### config.mk
export PLATFORM = sky130hd
export DESIGN_NAME = power_switch_emulator
export DESIGN_NICKNAME = d
export VERILOG_FILES = /design/src/rtl/power_switch_emulator.sv
export SDC_FILE = /design/constraint.sdc
export NUM_CORES = 1
export LEC_CHECK = 0
export BUFFER_PORTS_ARGS = -buffer_cell sky130_fd_sc_hd__buf_2
export CAP_MARGIN = 20
export CORE_MARGIN = 1
export CORE_UTILIZATION = 30
export CTS_CLUSTER_SIZE = 28
export DETAILED_ROUTE_END_ITERATION = 16
export PLACE_DENSITY_LB_ADDON = 0.1
export SYNTH_ARGS = -nofsm -noshare
export SYNTH_HDL_FRONTEND = slang
export SYNTH_SLANG_ARGS = --single-unit
### constraint.sdc
create_clock -name clk_i -period 3.66 [get_ports clk_i]
set_input_delay 0.183 -clock clk_i [delete_from_list [all_inputs] [get_ports clk_i]]
set_output_delay 0.183 -clock clk_i [all_outputs]
set_load 0.02 [all_outputs]
### src/rtl/power_switch_emulator.sv
// Emulates per-domain power switches: request -> ack after a fixed LATENCY, with abort, busy and isolation checking.
// Latency: ack flips exactly LATENCY edges after the request is first sampled; status outputs are registered (1 cycle).
module power_switch_emulator #(
    parameter int NUM_DOMAINS = 4,
    parameter int LATENCY     = 15
) (
    input  logic                   clk_i,
    input  logic                   rst_ni,
    input  logic [NUM_DOMAINS-1:0] switch_n_i,
    input  logic [NUM_DOMAINS-1:0] iso_n_i,
    input  logic                   clr_i,
    output logic [NUM_DOMAINS-1:0] switch_ack_no,
    output logic                   busy_o,
    output logic                   abort_o,
    output logic [7:0]             abort_cnt_o,
    output logic [NUM_DOMAINS-1:0] iso_err_o
);

    typedef enum logic [1:0] {
        ST_ON          = 2'b00,
        ST_TURNING_OFF = 2'b01,
        ST_OFF         = 2'b11,
        ST_TURNING_ON  = 2'b10
    } state_t;

    localparam logic [7:0] LOAD = 8'(LATENCY - 1);

    state_t                 r_state [NUM_DOMAINS];
    logic [7:0]             r_cnt   [NUM_DOMAINS];
    logic [NUM_DOMAINS-1:0] r_ack;
    logic [NUM_DOMAINS-1:0] r_iso_err;
    logic                   r_busy;
    logic                   r_abort;
    logic [7:0]             r_abort_cnt;

    logic [NUM_DOMAINS-1:0] w_turning;
    logic [NUM_DOMAINS-1:0] w_abort;
    logic [NUM_DOMAINS-1:0] w_start;
    logic [NUM_DOMAINS-1:0] w_done;
    logic                   w_busy_nxt;
    logic [15:0]            w_abort_num;
    logic [15:0]            w_cnt_sum;

    // A transition is cancelled when the request returns to the side the domain came from.
    always_comb begin
        w_turning   = '0;
        w_abort     = '0;
        w_start     = '0;
        w_done      = '0;
        w_abort_num = '0;
        for (int d = 0; d < NUM_DOMAINS; d++) begin
            w_turning[d] = (r_state[d] == ST_TURNING_OFF) || (r_state[d] == ST_TURNING_ON);
            w_abort[d]   = ((r_state[d] == ST_TURNING_OFF) && !switch_n_i[d]) ||
                           ((r_state[d] == ST_TURNING_ON)  &&  switch_n_i[d]);
            w_start[d]   = ((r_state[d] == ST_ON)  &&  switch_n_i[d]) ||
                           ((r_state[d] == ST_OFF) && !switch_n_i[d]);
            w_done[d]    = w_turning[d] && !w_abort[d] && (r_cnt[d] == 8'd0);
            w_abort_num  = w_abort_num + 16'(w_abort[d]);
        end
        w_busy_nxt = |(w_start | (w_turning & ~w_abort & ~w_done));
        w_cnt_sum  = 16'(r_abort_cnt) + w_abort_num;
    end

    always_ff @(posedge clk_i or negedge rst_ni) begin
        if (!rst_ni) begin
            for (int d = 0; d < NUM_DOMAINS; d++) begin
                r_state[d] <= ST_ON;
                r_cnt[d]   <= 8'd0;
            end
            r_ack       <= '0;
            r_iso_err   <= '0;
            r_busy      <= 1'b0;
            r_abort     <= 1'b0;
            r_abort_cnt <= 8'd0;
        end else begin
            for (int d = 0; d < NUM_DOMAINS; d++) begin
                case (r_state[d])
                    ST_ON: begin
                        if (switch_n_i[d]) begin
                            r_state[d] <= ST_TURNING_OFF;
                            r_cnt[d]   <= LOAD;
                        end
                    end
                    ST_TURNING_OFF: begin
                        if (w_abort[d]) begin
                            r_state[d] <= ST_ON;
                            r_cnt[d]   <= 8'd0;
                        end else if (r_cnt[d] == 8'd0) begin
                            r_state[d] <= ST_OFF;
                            r_ack[d]   <= 1'b1;
                        end else begin
                            r_cnt[d] <= r_cnt[d] - 8'd1;
                        end
                    end
                    ST_OFF: begin
                        if (!switch_n_i[d]) begin
                            r_state[d] <= ST_TURNING_ON;
                            r_cnt[d]   <= LOAD;
                        end
                    end
                    ST_TURNING_ON: begin
                        if (w_abort[d]) begin
                            r_state[d] <= ST_OFF;
                            r_cnt[d]   <= 8'd0;
                        end else if (r_cnt[d] == 8'd0) begin
                            r_state[d] <= ST_ON;
                            r_ack[d]   <= 1'b0;
                        end else begin
                            r_cnt[d] <= r_cnt[d] - 8'd1;
                        end
                    end
                    default: begin
                        r_state[d] <= ST_ON;
                        r_cnt[d]   <= 8'd0;
                    end
                endcase
            end

            r_busy  <= w_busy_nxt;
            r_abort <= |w_abort;

            // A coincident abort beats the clear.
            if (|w_abort) begin
                r_abort_cnt <= (w_cnt_sum > 16'd255) ? 8'hFF : w_cnt_sum[7:0];
            end else if (clr_i) begin
                r_abort_cnt <= 8'd0;
            end

            r_iso_err <= (clr_i ? '0 : r_iso_err) | (r_ack & iso_n_i);
        end
    end

    assign switch_ack_no = r_ack;
    assign busy_o        = r_busy;
    assign abort_o       = r_abort;
    assign abort_cnt_o   = r_abort_cnt;
    assign iso_err_o     = r_iso_err;

endmodule

After elaboration in Yosys (flattened, before gate mapping)
Cells that the tools add are included.
{"block": "totals", "register_bits": 58, "latch_bits": 0, "mem_count": 0, "ramBits": 0, "rom_bits": 0}
{"block": "op_classes", "addsub": 8, "eq_ne": 48, "mux": 72, "bitwise_logic": 7, "order_cmp": 1, "n_mul": 0, "reduce_logical": 75, "div_mod_pow": 0, "n_shift": 0}
{"operator": "8-bit two-way mux", "n": 19}
{"operator": "8-bit one-hot mux with 3 select lines", "n": 4}
{"operator": "2-bit two-way mux", "n": 24}
{"operator": "8-bit zero test", "n": 4}
{"operator": "2-bit != test, second input constant", "n": 16}
{"operator": "2-bit one-hot mux with 4 select lines", "n": 4}
{"operator": "8-bit by 1-bit subtractor with 8-bit output, second input constant", "n": 4}
{"operator": "1-bit logical AND", "n": 24}
{"operator": "3-bit by 2-bit != test with 1-bit output, second input constant", "n": 8}
{"operator": "5-bit AND reduction", "n": 4}
{"operator": "2-bit equality test, second input constant", "n": 8}
{"operator": "1-bit two-way mux", "n": 16}
{"operator": "2-bit by 1-bit != test with 1-bit output, second input constant", "n": 8}
{"operator": "4-bit AND reduction", "n": 4}
{"operator": "4-bit bitwise AND", "n": 3}
{"operator": "1-bit logical OR", "n": 12}
{"operator": "3-bit != test, second input constant", "n": 4}
{"operator": "3-bit AND reduction", "n": 4}
{"operator": "2-bit nonzero test", "n": 5}
{"operator": "8-bit by 4-bit adder with 9-bit output", "n": 1}
{"operator": "9-bit by 8-bit greater-than comparator with 1-bit output, second input constant", "n": 1}
{"operator": "2-bit by 1-bit equality test with 1-bit output, second input constant", "n": 4}
{"operator": "1-bit zero test", "n": 8}
{"operator": "2-bit zero test", "n": 4}
{"operator": "other kinds (9)", "n": 18}

Depth between registers and ports, before layout
Gate-level depths: netlist of the first run.
{"block": "depth", "ltp_word": 10, "ltp_mapped": 13, "mapped_depth_nobuf": 13}

Worst setup path after synthesis of the first run
Ideal clock, no wire load.
{"block": "synth_timing", "path_type": "register to register", "startpoint": "reg with a tool-made name", "endpoint": "reg r_abort_cnt[4] (netlist: abort_cnt_o[4])", "t_arrival_ps": 3021, "setup_ps": 99, "setup_slack_ps": 540, "n_path_buf": 0, "stages_incl_launch_ff": 14, "synth_period_minus_slack_ps": 3120, "cell_sequence": "dfrtp_1 -> inv_1 -> ha_1 -> inv_1 -> o21ai_2 -> inv_1 -> fa_1 -> fa_1 -> inv_1 -> fa_1 -> and2_1 -> nand4_1 -> and3_1 -> a311oi_1"}
{"item": "end signal: assignment", "line_no": "124", "rtl": "r_abort_cnt <= (w_cnt_sum > 16'd255) ? 8'hFF : w_cnt_sum[7:0];"}
{"item": "end: declaration", "line_no": "34", "rtl": "logic [7:0] r_abort_cnt;"}

Worst setup path in the final report of the first run
{"block": "layout_timing", "startpoint": "reg r_state[6] in the netlist's numbering", "endpoint": "reg r_abort_cnt[4] (netlist: abort_cnt_o[4])"}
{"block": "layout_via", "elab_chain_len": 10, "elab_cells_between_ends": 14, "cone_classes": "4 x add/sub; 1 x order compare; 2 x eq/ne; 2 x mux; 5 x reduce/logical"}
{"item": "start: declaration", "line_no": "28", "rtl": "state_t r_state [NUM_DOMAINS];"}
{"item": "start signal: indexed assignment", "line_no": "67", "rtl": "r_state[d] <= ST_ON;"}
{"item": "start signal: indexed assignment", "line_no": "80", "rtl": "r_state[d] <= ST_TURNING_OFF;"}
{"item": "start signal: indexed assignment", "line_no": "86", "rtl": "r_state[d] <= ST_ON;"}
{"item": "2-bit by 1-bit equality test with 1-bit output or 2-bit equality test (tied branches)", "line_no": "53, 54"}
{"item": "1-bit logical AND (on tied branches)", "line_no": "53, 54"}
{"item": "1-bit logical OR (*)", "line_no": "53", "rtl": "w_abort[d] = ((r_state[d] == ST_TURNING_OFF) && !switch_n_i[d]) ||"}
{"item": "1-bit by 1-bit adder with 2-bit output", "line_no": "58", "rtl": "w_abort_num = w_abort_num + 16'(w_abort[d]);"}
{"item": "2-bit by 1-bit adder with 3-bit output", "line_no": "58"}
{"item": "3-bit by 1-bit adder with 4-bit output", "line_no": "58"}
{"item": "8-bit by 4-bit adder with 9-bit output", "line_no": "61", "rtl": "w_cnt_sum = 16'(r_abort_cnt) + w_abort_num;"}
{"item": "9-bit by 8-bit greater-than comparator with 1-bit output", "line_no": "124"}
{"item": "8-bit two-way mux", "line_no": "124"}
{"item": "8-bit two-way mux", "line_no": "123", "rtl": "if (|w_abort) begin"}
Every way passes the cells marked *; elsewhere a longest branch is shown, timed or not.
A chain may end at the register's enable or synchronous reset.

==> impl_metrics.ini, run 1 <==
[global_route]
track_usage_pct = 13.9
overflow = 0
grt_pass1_wl_um = 13700
antenna_found_initial = 0
grt_max_degree = 41
grt_pass1_vias = 2714

[sta]
rsz0062_at_grt = no
tightestPinTransition_ps = 945
hold_slack_ps = -0.568
drv_slew = 0
maxSlewHeadroom_pct = 37.0
period_minus_slack_ps = 3360
setup_violations = 0
clock_skew_ps = 6.10
tns_ps = 0
report.final.hold_viol_count = 2
timing.fmax_ghz = 0.297
post-route-period-util_pct = 91.9
finalWorstSetupSlack_ps = 295

[layout]
fillCellCount = 1216
insertedDiodeCount = 0
nNetsFinal = 455
area_growth_pct = 14.8
layout-drive-gt1-share_pct = 16.2

[run_status]
status = complete, but fails checks
violations = hold timing

[worst_hold_path]
hp-class = in -> async

[drt]
drt_iter0_drc = 100
ant_nets = 0
drt_wl_total_um = 8030
firstDrtPassIters = 4
via_count = 2822
wl_per_cell_um = 14.2
drc = 0
vias_per_cell = 4.98

[floorplanning]
die_y_um = 113
die_w_um = 113
pin_count = 29
fp.coreArea_sq_mm = 0.0120
start_util_pct = 30.7
dieArea_sq_mm = 0.0127
row_count = 40

[yosys]
synthFlopType = dfrtp_1
synth_edf_count = 0
synth-async-reset-ratio_pct = 100
ys_types = 61
syn_area_sq_mm = 0.00367
ys_ff_latch = 58
synth.net_count = 419
yosys_warnings = 0
seq_area_frac_synth_pct = 39.6
synthCells = 380
avgSynthCellArea_sq_um = 9.65

[placement]
place_ws_ps = 276
hpwl_um = 6000
gp_congestion = 0.753
port_buffers = 28

[clock_tree]
tritoncts = yes
htreeDepth = 3
cts_root_buffer = clkbuf_16
worstSkewPairLatency_ps = 330
cts_hold_buf = 0
cts_sinks = 58
cts-buffers-inserted = 9
clk_pin_slew_ps = 50
cts_resized = 0
post_cts_buffers = 0
cts_buffer_depth = 2

[worst_setup_path]
worstPathRequired_ps = 3900
end_kind = flop
worstPathArrival_ps = 3600
start_kind = flop
crit_fanout = 11
crit_type = reg -> reg

[power_and_ir_drop]
power_density_mw_per_mm2 = 914
leakagePower_nw = 1.86
ir_worst_vdd_mv = 0.249

[job]
drv_cap = 0
[stage by stage]
step                      hold slack (ps)  area (sq um)  total power (W)  std cells  utilization [%]
after floorplan                      -113          3670          0.00267        380                -
after global placement                390          3960          0.00315        552             33.1
after detailed placement              400          3960          0.00315        552             33.1
after CTS                            42.6          4210          0.00392        567             35.2
after global routing                 61.2          4210          0.00424        567             35.2
final                              -0.568          4210          0.00385        567             35.2
[cells by family after synthesis]
family,Yosys count,share of synthesized area (%)
AND/OR/NAND/NOR,122,18.2
AO/OA/AOI/OAI,105,19.3
flip-flops,58,39.6
buffers and inverters,39,5.02
adder cells (fa/ha/maj),28,10.2
XOR/XNOR,15,3.58
multiplexers,13,4.20
[critical path: stages, from the launching register on]
cell      delay (ps)
dfrtp_1          410
inv_1            100
ha_1             240
mux2_2           360
inv_1            130
fa_1             440
fa_1             390
inv_1             80
fa_1             180
and2_1           200
nand4_1          220
and3_1           260
a311oi_1         250
[cell type report]
| type | count | area, sq um | share of cell area (%) |
|---|---|---|---|
| repair buffers | 31 | 163 | 3.86 |
| flip-flops and latches | 58 | 1450 | 34.5 |
| multi-input cells | 283 | 2030 | 48.2 |
| inverters | 33 | 129 | 3.06 |
| clock buffers | 11 | 233 | 5.53 |
| well taps | 147 | 184 | 4.37 |
| clock inverters | 4 | 20.0 | 0.475 |
[state kept, by name, summed over array words and instances (netlist names), named ones only]
signal,flops
busy_o,1
iso_err_o,4
abort_cnt_o,8
abort_o,1
switch_ack_no,4
r_cnt,32
r_state,4
[Yosys cell counts (3+ instances only)]
cell	n	share of area, %
buf_6	4	1.2
a21oi_1	16	2.2
and2_1	3	0.51
mux2_2	5	1.5
o31ai_1	9	1.8
nand3b_1	3	0.61
inv_1	32	3.3
a311oi_1	3	0.72
o21ai_0	30	4.1
a211oi_1	5	1.0
dfrtp_1	58	40
nand4_1	4	0.68
nor3_1	14	1.9
fa_1	3	1.6
xor2_1	3	0.72
or3_1	7	1.2
a21o_1	4	0.82
a31oi_1	9	1.5
a22o_1	10	2.4
nor2b_1	3	0.51
nand2b_1	4	0.68
nor4_1	4	0.68
mux2i_1	6	1.6
nand2_1	18	1.8
xnor2_1	12	2.9
nor2_1	34	3.5
nand3_1	6	0.82
nor3b_1	5	1.0
ha_1	25	8.5
[cells in the final DEF (no fill, tap or decap), drive strengths merged, types with 3 or more instances in the layout]
cell type  instances
o21ai             34
nor2              34
a21o               4
clkinv             5
nor3              15
clkbuf            11
nor4               6
o31ai              9
nand4              5
mux2               6
nor3b              5
or3                7
inv               32
a211oi             5
nand3b             3
a21oi             17
ha                25
and2               3
a22o              10
xor2               3
or4                3
nor2b              3
nand2             18
mux2i              7
dfrtp             58
xnor2             12
nand2b             5
buf               31
fa                 3
a31oi              9
nand3              6
a311oi             3
[report_power, final]
part | internal [W] | switching [W] | total (W)
logic | 0.000838 | 0.00119 | 0.00203
clock network | 0.000448 | 0.000287 | 0.000735
registers | 0.000866 | 0.000217 | 0.00108
total | 0.00215 | 0.00170 | 0.00385
[path summary, 6_finish.rpt]
check	depth (start not counted)	endpoint	from	slack [ps]
max in group asynchronous	2	r_cnt[8]	rst_ni	2850
max reg2reg	12	abort_cnt_o[4]	r_state[6]	300
max	12	abort_cnt_o[4]	r_state[6]	300
min reg2reg	1	iso_err_o[0]	iso_err_o[0]	510
min in group clk_i	2	iso_err_o[3]	iso_n_i[3]	60
min	1	abort_o	rst_ni	-0.6
[per-layer routing]
metal	vias up	global-route usage (%)	share of wire [%]	wire length, um
met5	-	0	0	0
met4	0	8.00	2.5	203
met3	12	2.97	2.7	220
met2	35	20.9	43	3470
met1	1331	18.5	52	4130
li1	1444	-	-	-
Note: power is estimated with default switching activity, not from simulation.
==> inputs of run 2 (changes only) <==
==> constraint.sdc (replaced) <==
create_clock -name clk_i -period 3 [get_ports clk_i]
set_input_delay 0.15 -clock clk_i [delete_from_list [all_inputs] [get_ports clk_i]]
set_output_delay 0.15 -clock clk_i [all_outputs]
set_load 0.02 [all_outputs]
==> run 2 against run 1 <==
  * The flow now finishes without violations
  * Register-to-register slack got worse by 150 ps
  * Critical endpoint is now abort_cnt_o[5]
  * Sequential cell count did not move
  * Largest cell class unchanged
  * Worst hold slack improved by 31 ps
  * Clock power rose by 24%
  * Critical path type unchanged
==> impl_metrics.ini, run 2 (same netlist as run 1, synthesis figures left out) <==
[run_status]
status = completed

[layout]
multi_input_area_sq_mm = 0.00208
final_cell_mix = dfrtp_1, nor2_1, o21ai_0
nNetsFinal = 474
seqCellArea_sq_mm = 0.00145
fin_area_sq_mm = 0.00442
final_common_cell = dfrtp_1
largest_reg_flops = 32
layout-drive-gt1-share_pct = 22.6
largest-register = r_cnt
fillCellCount = 1239
insertedDiodeCount = 0
area_growth_pct = 20.5

[floorplanning]
pin_count = 29
dieArea_sq_mm = 0.0127
row_count = 40
fp.coreArea_sq_mm = 0.0120
start_util_pct = 30.7
die_w_um = 113
die_y_um = 113

[drt]
drc = 0
via_count = 2909
drt_wl_total_um = 8480
wl_per_cell_um = 14.5
drt_iter0_drc = 100
firstDrtPassIters = 4
vias_per_cell = 4.97
ant_nets = 0

[worst_setup_path]
reg2reg_to = abort_cnt_o[5]
reg2reg_depth = 12
cp_top_family = adder cells
crit_type = reg -> reg
max_stage_delay_ps = 440
crit_fanout = 5
rrSetupSlack_ps = 150
startpoint = r_state[6]
worstPathArrival_ps = 3090
end_kind = flop
start_kind = flop
r2r_start = r_state[6]
cp_slowest_cell = fa_1
cp_num_buf_inv = 4
worstPathRequired_ps = 3240
path_cells = inv_2 -> ha_2 -> mux2_4 -> inv_2 -> fa_1 -> fa_2 -> inv_1 -> fa_2 -> and2_4 -> nand4_1 -> buf_4 -> a311oi_2

[worst_hold_path]
hold_end = iso_err_o[2]
min_from = iso_n_i[2]
holdPathStages = 2
hp-class = in -> reg

[global_route]
busiest_layer = met2
grt_max_degree = 44
track_usage_pct = 15.0
gr-usage-met2_pct = 23.1
antenna_found_initial = 0
grt_use_met1_pct = 19.7
use_met3_pct = 5.02
grt_pass1_wl_um = 14600
overflow = 0
grt_pass1_vias = 2929

[clock_tree]
tritoncts = yes
cts_root_buffer = clkbuf_16
clk_pin_slew_ps = 50
worstSkewPairLatency_ps = 330
cts_buffer_depth = 2
cts_sinks = 58
cts-buffers-inserted = 9
htreeDepth = 3

[sta]
clock_skew_ps = 7.56
tightestPinTransition_ps = 618
report.final.hold_viol_count = 0
setup_violations = 0
post-route-period-util_pct = 95.0
drv_slew = 0
maxSlewHeadroom_pct = 58.2
timing.fmax_ghz = 0.351
period_minus_slack_ps = 2850

[power_and_ir_drop]
ir_worst_vdd_mv = 0.394
p_seq_share_pct = 26.8
power_density_mw_per_mm2 = 1120
swShare_pct = 43.3
switching_power_w = 0.00214
leakagePower_nw = 1.94
power_w = 0.00495
p_comb_share_pct = 54.8
pwr-share-clk_pct = 18.4
intPower_w = 0.00280

[placement]
gp_congestion = 0.763
postPlaceCellArea_sq_mm = 0.00406
hpwl_um = 6270
port_buffers = 28

[job]
drv_cap = 0
run 2: changes by cell type in the layout (fill, tap and decap cells not counted), moves of 2 or more:
cell      before  now
inv_2          0    6
clkinv_2       4    0
fa_2           0    2
inv_1         32   26
clkbuf_1       2    4
ha_2           0    3
ha_1          25   21
buf_4          3   20
fa_1           3    1
run 2: cell type report:
| class | instances | area share, % |
|---|---|---|
| sequential | 58 | 32.9 |
| clock buffer | 14 | 5.75 |
| tap | 147 | 4.16 |
| inverter | 33 | 2.92 |
| timing repair buffer | 50 | 7.25 |
| multi-input combinational | 283 | 47.0 |
run 2: metrics by stage:
stage | cells | setup WS (ps) | TNS, ps | util (%) | hold slack, ps
finish | 585 | 150 | 0 | 36.9 | 30.4
CTS | 578 | 60.2 | 0 | 36.0 | 15.2
global placement | 564 | 123 | 0 | 33.9 | 362
detailed placement | 564 | 82.4 | 0 | 33.9 | 368
global route | 585 | -3.48 | -3.48 | 36.9 | 21.4
floorplan | 380 | 24.5 | 0 | - | -146
run 2: what timing repair did:
item / 4_1_cts / 5_1_grt
setup endpoints to repair: 0 / 5
hold buffers: 0 / 1
setup buffers: 0 / 5
hold endpoints to repair: 0 / 58
gates resized for setup: 0 / 16
run 2: power by group through the flow:
| stage | Sequential, W | Combinational (W) | Clock (W) |
|---|---|---|---|
| finish | 0.00133 | 0.00271 | 0.000909 |
| global route | 0.00137 | 0.00312 | 0.000980 |
| CTS | 0.00132 | 0.00265 | 0.000947 |
| detailed placement | 0.00133 | 0.00264 | 0 |
| global placement | 0.00133 | 0.00264 | 0 |
| floorplan | 0.00134 | 0.00193 | 0 |
run 2: worst max path at each step:
stage | to | slack, ps | cells after the start
after detailed placement | abort_cnt_o[4] | 80 | 13
final | abort_cnt_o[5] | 150 | 12
after CTS | abort_cnt_o[4] | 60 | 13
after global placement | abort_cnt_o[4] | 120 | 13
after floorplan | abort_cnt_o[4] | 20 | 13
after global routing | abort_cnt_o[3] | -3 | 14
run 2: routing by layer:
layer	wire length, um	part of all wire, %	vias up
li1	-	-	1480
met1	4320	51	1392
met2	3790	45	29
met3	283	3.3	8
met4	78	0.92	0
met5	0	0	-
